`src/rtl/spm_loader_if.sv`:
```
// Byte channels from the host bridge plus the scratchpad test port, bundled for the boot loader.
interface spm_loader_if;
    logic [7:0]  in_data;
    logic        in_valid;
    logic        in_ready;
    logic [7:0]  out_data;
    logic        out_valid;
    logic        out_ready;
    logic [29:0] test_spm_addr;
    logic        test_spm_as_;
    logic        test_spm_rw;
    logic [31:0] test_spm_wr_data;
    logic [31:0] test_spm_rd_data;

    modport slave (
        input  in_data, in_valid, out_ready, test_spm_rd_data,
        output in_ready, out_data, out_valid,
        output test_spm_addr, test_spm_as_, test_spm_rw, test_spm_wr_data
    );

    modport master (
        output in_data, in_valid, out_ready, test_spm_rd_data,
        input  in_ready, out_data, out_valid,
        input  test_spm_addr, test_spm_as_, test_spm_rw, test_spm_wr_data
    );
endinterface

```
`src/rtl/spm_loader.sv`:
```
// Boot loader: W/R/G byte commands load and read back SPM words, then release the core via cpu_en.
module spm_loader (
    input  logic          clk,
    input  logic          reset,
    spm_loader_if.slave   bus,
    output logic          cpu_en
);
    localparam logic       READ  = 1'b1;
    localparam logic       WRITE = 1'b0;
    localparam logic [7:0] OP_W  = 8'h57;
    localparam logic [7:0] OP_R  = 8'h52;
    localparam logic [7:0] OP_G  = 8'h47;
    localparam logic [7:0] ACK   = 8'h06;
    localparam logic [7:0] NAK   = 8'h15;

    typedef enum logic [3:0] {
        S_IDLE, S_ADDR, S_CNT, S_WDATA, S_WSTB, S_RSTB, S_RCAP, S_RSEND, S_RESP, S_RUN
    } state_t;

    state_t      state_q;
    logic [1:0]  idx_q;
    logic [31:0] sh_q;
    logic [29:0] addr_q;
    logic [15:0] cnt_q;
    logic [31:0] rdata_q;
    logic        is_wr_q;
    logic        is_go_q;
    logic [7:0]  out_data_q;
    logic        cpu_en_q;
    logic        as_q;
    logic        rw_q;
    logic [29:0] spm_addr_q;
    logic [31:0] wr_data_q;
    logic [31:0] word_d;

    // Bytes arrive LSB first, so each new byte shifts in from the top.
    assign word_d = {bus.in_data, sh_q[31:8]};

    assign bus.in_ready  = !reset && (state_q inside {S_IDLE, S_ADDR, S_CNT, S_WDATA});
    assign bus.out_valid = !reset && (state_q inside {S_RSEND, S_RESP});
    assign bus.out_data         = out_data_q;
    assign bus.test_spm_addr    = spm_addr_q;
    assign bus.test_spm_as_     = as_q;
    assign bus.test_spm_rw      = rw_q;
    assign bus.test_spm_wr_data = wr_data_q;
    assign cpu_en               = cpu_en_q;

    always_ff @(posedge clk) begin
        if (reset) begin
            state_q    <= S_IDLE;
            idx_q      <= '0;
            sh_q       <= '0;
            addr_q     <= '0;
            cnt_q      <= '0;
            rdata_q    <= '0;
            is_wr_q    <= 1'b0;
            is_go_q    <= 1'b0;
            out_data_q <= '0;
            cpu_en_q   <= 1'b0;
            as_q       <= 1'b1;
            rw_q       <= READ;
            spm_addr_q <= '0;
            wr_data_q  <= '0;
        end else begin
            case (state_q)
                S_IDLE: if (bus.in_valid) begin
                    idx_q <= '0;
                    case (bus.in_data)
                        OP_W: begin is_wr_q <= 1'b1; is_go_q <= 1'b0; state_q <= S_ADDR; end
                        OP_R: begin is_wr_q <= 1'b0; is_go_q <= 1'b0; state_q <= S_ADDR; end
                        OP_G: begin is_go_q <= 1'b1; out_data_q <= ACK; state_q <= S_RESP; end
                        default: begin is_go_q <= 1'b0; out_data_q <= NAK; state_q <= S_RESP; end
                    endcase
                end
                S_ADDR: if (bus.in_valid) begin
                    sh_q  <= word_d;
                    idx_q <= idx_q + 2'd1;
                    if (idx_q == 2'd3) begin
                        addr_q  <= word_d[29:0];
                        state_q <= S_CNT;
                    end
                end
                S_CNT: if (bus.in_valid) begin
                    if (idx_q == 2'd0) begin
                        cnt_q[7:0] <= bus.in_data;
                        idx_q      <= 2'd1;
                    end else begin
                        cnt_q[15:8] <= bus.in_data;
                        idx_q       <= 2'd0;
                        if ({bus.in_data, cnt_q[7:0]} == 16'd0) begin
                            out_data_q <= ACK;
                            state_q    <= S_RESP;
                        end else if (is_wr_q) begin
                            state_q <= S_WDATA;
                        end else begin
                            as_q       <= 1'b0;
                            rw_q       <= READ;
                            spm_addr_q <= addr_q;
                            state_q    <= S_RSTB;
                        end
                    end
                end
                S_WDATA: if (bus.in_valid) begin
                    sh_q  <= word_d;
                    idx_q <= idx_q + 2'd1;
                    if (idx_q == 2'd3) begin
                        wr_data_q  <= word_d;
                        spm_addr_q <= addr_q;
                        as_q       <= 1'b0;
                        rw_q       <= WRITE;
                        state_q    <= S_WSTB;
                    end
                end
                S_WSTB: begin
                    as_q   <= 1'b1;
                    rw_q   <= READ;
                    addr_q <= addr_q + 30'd1;
                    cnt_q  <= cnt_q - 16'd1;
                    if (cnt_q != 16'd1) begin
                        state_q <= S_WDATA;
                    end else begin
                        out_data_q <= ACK;
                        state_q    <= S_RESP;
                    end
                end
                S_RSTB: begin
                    as_q    <= 1'b1;
                    addr_q  <= addr_q + 30'd1;
                    cnt_q   <= cnt_q - 16'd1;
                    state_q <= S_RCAP;
                end
                S_RCAP: begin
                    rdata_q    <= bus.test_spm_rd_data;
                    out_data_q <= bus.test_spm_rd_data[7:0];
                    idx_q      <= '0;
                    state_q    <= S_RSEND;
                end
                S_RSEND: if (bus.out_ready) begin
                    idx_q <= idx_q + 2'd1;
                    if (idx_q != 2'd3) begin
                        out_data_q <= rdata_q[15:8];
                        rdata_q    <= {8'h00, rdata_q[31:8]};
                    end else if (cnt_q != 16'd0) begin
                        as_q       <= 1'b0;
                        rw_q       <= READ;
                        spm_addr_q <= addr_q;
                        state_q    <= S_RSTB;
                    end else begin
                        out_data_q <= ACK;
                        state_q    <= S_RESP;
                    end
                end
                S_RESP: if (bus.out_ready) begin
                    if (is_go_q) begin
                        cpu_en_q <= 1'b1;
                        state_q  <= S_RUN;
                    end else begin
                        state_q <= S_IDLE;
                    end
                end
                S_RUN: ;
                default: state_q <= S_IDLE;
            endcase
        end
    end
endmodule
```
`src/flat_wrapper.sv`:
```
// flat-port wrapper written by rule: the top's interface ports become plain ports
module spm_loader_flat 
  (clk, reset, cpu_en, bus_in_data, bus_in_valid, bus_out_ready, bus_test_spm_rd_data, bus_in_ready, bus_out_data, bus_out_valid, bus_test_spm_addr, bus_test_spm_as_, bus_test_spm_rw, bus_test_spm_wr_data);
  spm_loader_if bus_i ();
  input  logic clk;
  input  logic reset;
  output logic cpu_en;
  input wire logic [$bits(bus_i.in_data)-1:0] bus_in_data;
  input wire logic [$bits(bus_i.in_valid)-1:0] bus_in_valid;
  input wire logic [$bits(bus_i.out_ready)-1:0] bus_out_ready;
  input wire logic [$bits(bus_i.test_spm_rd_data)-1:0] bus_test_spm_rd_data;
  output wire logic [$bits(bus_i.in_ready)-1:0] bus_in_ready;
  output wire logic [$bits(bus_i.out_data)-1:0] bus_out_data;
  output wire logic [$bits(bus_i.out_valid)-1:0] bus_out_valid;
  output wire logic [$bits(bus_i.test_spm_addr)-1:0] bus_test_spm_addr;
  output wire logic [$bits(bus_i.test_spm_as_)-1:0] bus_test_spm_as_;
  output wire logic [$bits(bus_i.test_spm_rw)-1:0] bus_test_spm_rw;
  output wire logic [$bits(bus_i.test_spm_wr_data)-1:0] bus_test_spm_wr_data;
  assign bus_i.in_data = bus_in_data;
  assign bus_i.in_valid = bus_in_valid;
  assign bus_i.out_ready = bus_out_ready;
  assign bus_i.test_spm_rd_data = bus_test_spm_rd_data;
  assign bus_in_ready = bus_i.in_ready;
  assign bus_out_data = bus_i.out_data;
  assign bus_out_valid = bus_i.out_valid;
  assign bus_test_spm_addr = bus_i.test_spm_addr;
  assign bus_test_spm_as_ = bus_i.test_spm_as_;
  assign bus_test_spm_rw = bus_i.test_spm_rw;
  assign bus_test_spm_wr_data = bus_i.test_spm_wr_data;
  spm_loader u_core (.clk(clk), .reset(reset), .bus(bus_i), .cpu_en(cpu_en));
endmodule
```
`config.mk`:
```
export PLATFORM = sky130hd
export DESIGN_NAME = spm_loader_flat
export DESIGN_NICKNAME = d
export VERILOG_FILES = /design/src/rtl/spm_loader_if.sv /design/src/rtl/spm_loader.sv /design/src/flat_wrapper.sv
export SDC_FILE = /design/constraint.sdc
export NUM_CORES = 1
export LEC_CHECK = 0
export CORE_MARGIN = 3
export CORE_UTILIZATION = 50
export CTS_BUF_LIST = sky130_fd_sc_hd__clkbuf_8
export CTS_CLUSTER_SIZE = 14
export DETAILED_ROUTE_END_ITERATION = 10
export GPL_ROUTABILITY_DRIVEN = 0
export GPL_TIMING_DRIVEN = 1
export PLACE_DENSITY = 0.82
export SLEW_MARGIN = 30
export SYNTH_ARGS = -nofsm -noshare
export SYNTH_HDL_FRONTEND = slang
export SYNTH_SLANG_ARGS = --single-unit
```
`constraint.sdc`:
```
create_clock -name clk -period 2.8 [get_ports clk]
set_input_delay 0.56 -clock clk [delete_from_list [all_inputs] [get_ports clk]]
set_output_delay 0.56 -clock clk [all_outputs]
set_load 0.005 [all_outputs]
```
==> flow_summary.ini <==
[pwr]
ir_drop_mv = 0.284
power_switching_w = 0.00109
cellLeakagePower_nw = 3.27
clock_power_share_pct = 40.1
intPower_w = 0.00366
p_sw_share_pct = 22.9
finalPower_w = 0.00475
p_comb_share_pct = 6.8
power_frac_seq_pct = 53.1
powerDensity_nw_per_um2 = 468

[final_layout]
final_util_pct = 63.5
layout_common_cells = 192 x nand2_1, 173 x dfxtp_1, 116 x clkdlybuf4s50_1
fin_cells = 1341
fillCellCount = 1436
final_layout_size_suffix_gt1_share_pct = 9.33
antenna_cells = 0
seq_area_sq_um = 3510
design_area_sq_um = 10200
fin_nets = 1162
multi_input_area_sq_um = 4370
area_growth_pct = 23.7
mostFrequentLayoutCell = nand2_1

[setup_path]
path_class = reg -> reg
critPathArrivalTime_ns = 2.95
crit_path_end_kind = register
crit_buf_inv = 0
start_kind = register
critPathTopFamily = simple AND/OR/NAND/NOR gates
critPathMaxStageDelay_ns = 0.55
crit_chain = ha_1 > nand2_1 > a22o_1 > or4_1 > nor2_8 > mux2i_1
r2r_setup_slack_ns = 0.23
crit_required_ns = 3.18
r2r_cells = 6
crit_slowest_cell = or4_1
r2r-end = u_core.bus.test_spm_addr[23]
path_max_fanout = 27
worstReg2RegStart = u_core.idx_q[0]

[yosys]
post_synth.cell_area_avg_sq_um = 8.16
synthTopCellsByArea = dfxtp_1 43%, nand2_1 8.8%, a21oi_1 6.5%
seq_area_frac_synth_pct = 42.7
post-synth-top-area-fraction_pct = 42.7
yosys_register_bits = 175
syn_area_sq_um = 8210
synthArstFlopShare_pct = 0
synth-main-ff-cell = dfxtp_1
synth_fp_nets = 1055
syn_inst = 1006
yosysTopAreaCell = dfxtp_1
ys_types = 75
synth_warnings = 0
synth_edf_count = 0

[placed_design]
place_area_sq_um = 9700
numPortBuffers = 118
dp.cells = 1310
dp_hpwl_um = 15300

[job]
maxCapViolCount = 0

[routing]
first_iter_violations = 811
drtPass1Iterations = 5
drc = 0
via_count = 7830
via_per_inst = 5.84
drt.antenna.violating_nets = 0
wl_um = 21900
wire_per_inst_um = 16.3

[status]
status = completed

[sta]
drv_slew = 0
rsz0062_at_grt = false
clock_skew_ns = 0.0162
slew_headroom_pct = 42.8
finalHoldViolations = 0
fin_crit_sh_pct = 91.8
hold_slack_ns = 0.456
tightestPinTransition_ns = 0.858
finalSetupViolations = 0
finalCriticalPeriod_ns = 2.57
fmax_mhz = 389

[cts]
postCtsSetupBuffers = 0
worstSkewPairLatency_ns = 0.46
clock_sinks = 175
htree_levels = 4
cts_made_buffers = 17
clk_pin_slew_ns = 0.09
clockRootBuffer = clkbuf_8
cts_tree = done
clk_path_buf_depth = 2

[floorplanning]
start_util_pct = 51.3
die_w_um = 134
coreArea_sq_um = 16000
chipHeight_um = 134
num_rows = 46
pin_count = 119
dieArea_sq_um = 18000

[hold_path]
hp-class = reg -> reg
worstHoldStart = u_core.bus.test_spm_wr_data[30]
hold_depth = 2
min_to = u_core.bus.test_spm_wr_data[30]

[global_route]
grt_max_degree = 206
grt_pass1_wl_um = 36000
antenna_found_initial = 0
grt_pass1_vias = 7526
grt_usage_pct = 24.3
grt_overflow_total = 0
through the flow:
step | setup TNS [ns] | setup slack [ns]
2_1_floorplan | 0 | 0.544
3_3_place_gp | -0.0826 | -0.0271
3_5_place_dp | -0.255 | -0.0478
4_1_cts | 0 | 0.00905
5_1_grt | 0 | 0.122
6_report | 0 | 0.229
how the worst max path moves through the flow:
stage,start,end,cells after the start
after floorplan,bus_in_data[0],u_core.bus.out_data[4],7
after global placement,bus_in_data[5],u_core.bus.out_data[4],8
after detailed placement,bus_in_data[5],u_core.bus.out_data[5],8
after CTS,u_core.state_q[2],bus_out_valid,3
after global routing,u_core.idx_q[0],u_core.bus.test_spm_addr[23],6
final,u_core.idx_q[0],u_core.bus.test_spm_addr[23],6
power by group through the flow:
stage	combinational, W	clock [W]	sequential (W)
final	0.000322	0.00190	0.00252
after global routing	0.000349	0.00205	0.00253
after CTS	0.000321	0.00194	0.00252
after detailed placement	0.000317	0	0.00258
after global placement	0.000315	0	0.00258
after floorplan	0.000168	0	0.00257
cell type report:
type,instances,share of cell area (%)
sequential,175,34.6
tap,216,2.66
clock inverter,13,1.86
clock buffer,18,2.44
timing repair buffer,161,15.1
inverter,11,0.407
multi-input combinational,747,43.0
logic make-up (layout without fill, tap and decap cells):
logic type | count (synthesis) | in the layout | synth area share, %
multiplexers | 36 | 36 | 4.43
adder cells (fa/ha/maj) | 5 | 5 | 0.762
AO/OA/AOI/OAI | 244 | 244 | 19.9
XOR/XNOR | 3 | 3 | 0.320
buffers and inverters | 84 | 203 | 4.37
flip-flops | 175 | 175 | 42.7
AND/OR/NAND/NOR | 459 | 459 | 27.5
tightest hold or removal path, stage by stage (launching register included):
cell and delay [ns]:
dfxtp_1 0.32, nand2_1 0.05, a21oi_1 0.05
routing by layer:
layer	global-route usage, %	part of all wire (%)	vias to the layer above
li1	-	-	3793
met5	0	0	-
met2	41.1	49	329
met1	30.1	41	3652
met3	4.80	6.6	56
met4	11.0	3.3	0
what timing repair did:
action | in CTS | in global routing
gates resized for setup | 4 | 2
pin swaps | 0 | 1
gates cloned | 0 | 0
endpoints found under the setup margin | 1 | 1
hold buffers | 0 | 0
cells in the mapped netlist (all sizes together) (11+ instances only):
cell type	count
mux2i	33
nand3	30
a211oi	12
nand2	192
nand2b	61
nor2	70
buf	18
nor3	19
o21ai	15
nand4	13
inv	11
a31oi	16
a311oi	25
a22oi	17
a21oi	106
clkbuf	55
dfxtp	175
state kept, by name, summed over array words and instances (netlist names), 2 cells and up:
signal                       cells
u_core.cnt_q                    16
u_core.sh_q                     24
u_core.bus.out_data              8
u_core.rdata_q                  24
u_core.addr_q                   30
u_core.bus.test_spm_wr_data     32
u_core.bus.test_spm_addr        30
u_core.state_q                   4
u_core.idx_q                     2
Note: power is estimated with default switching activity, not from simulation.
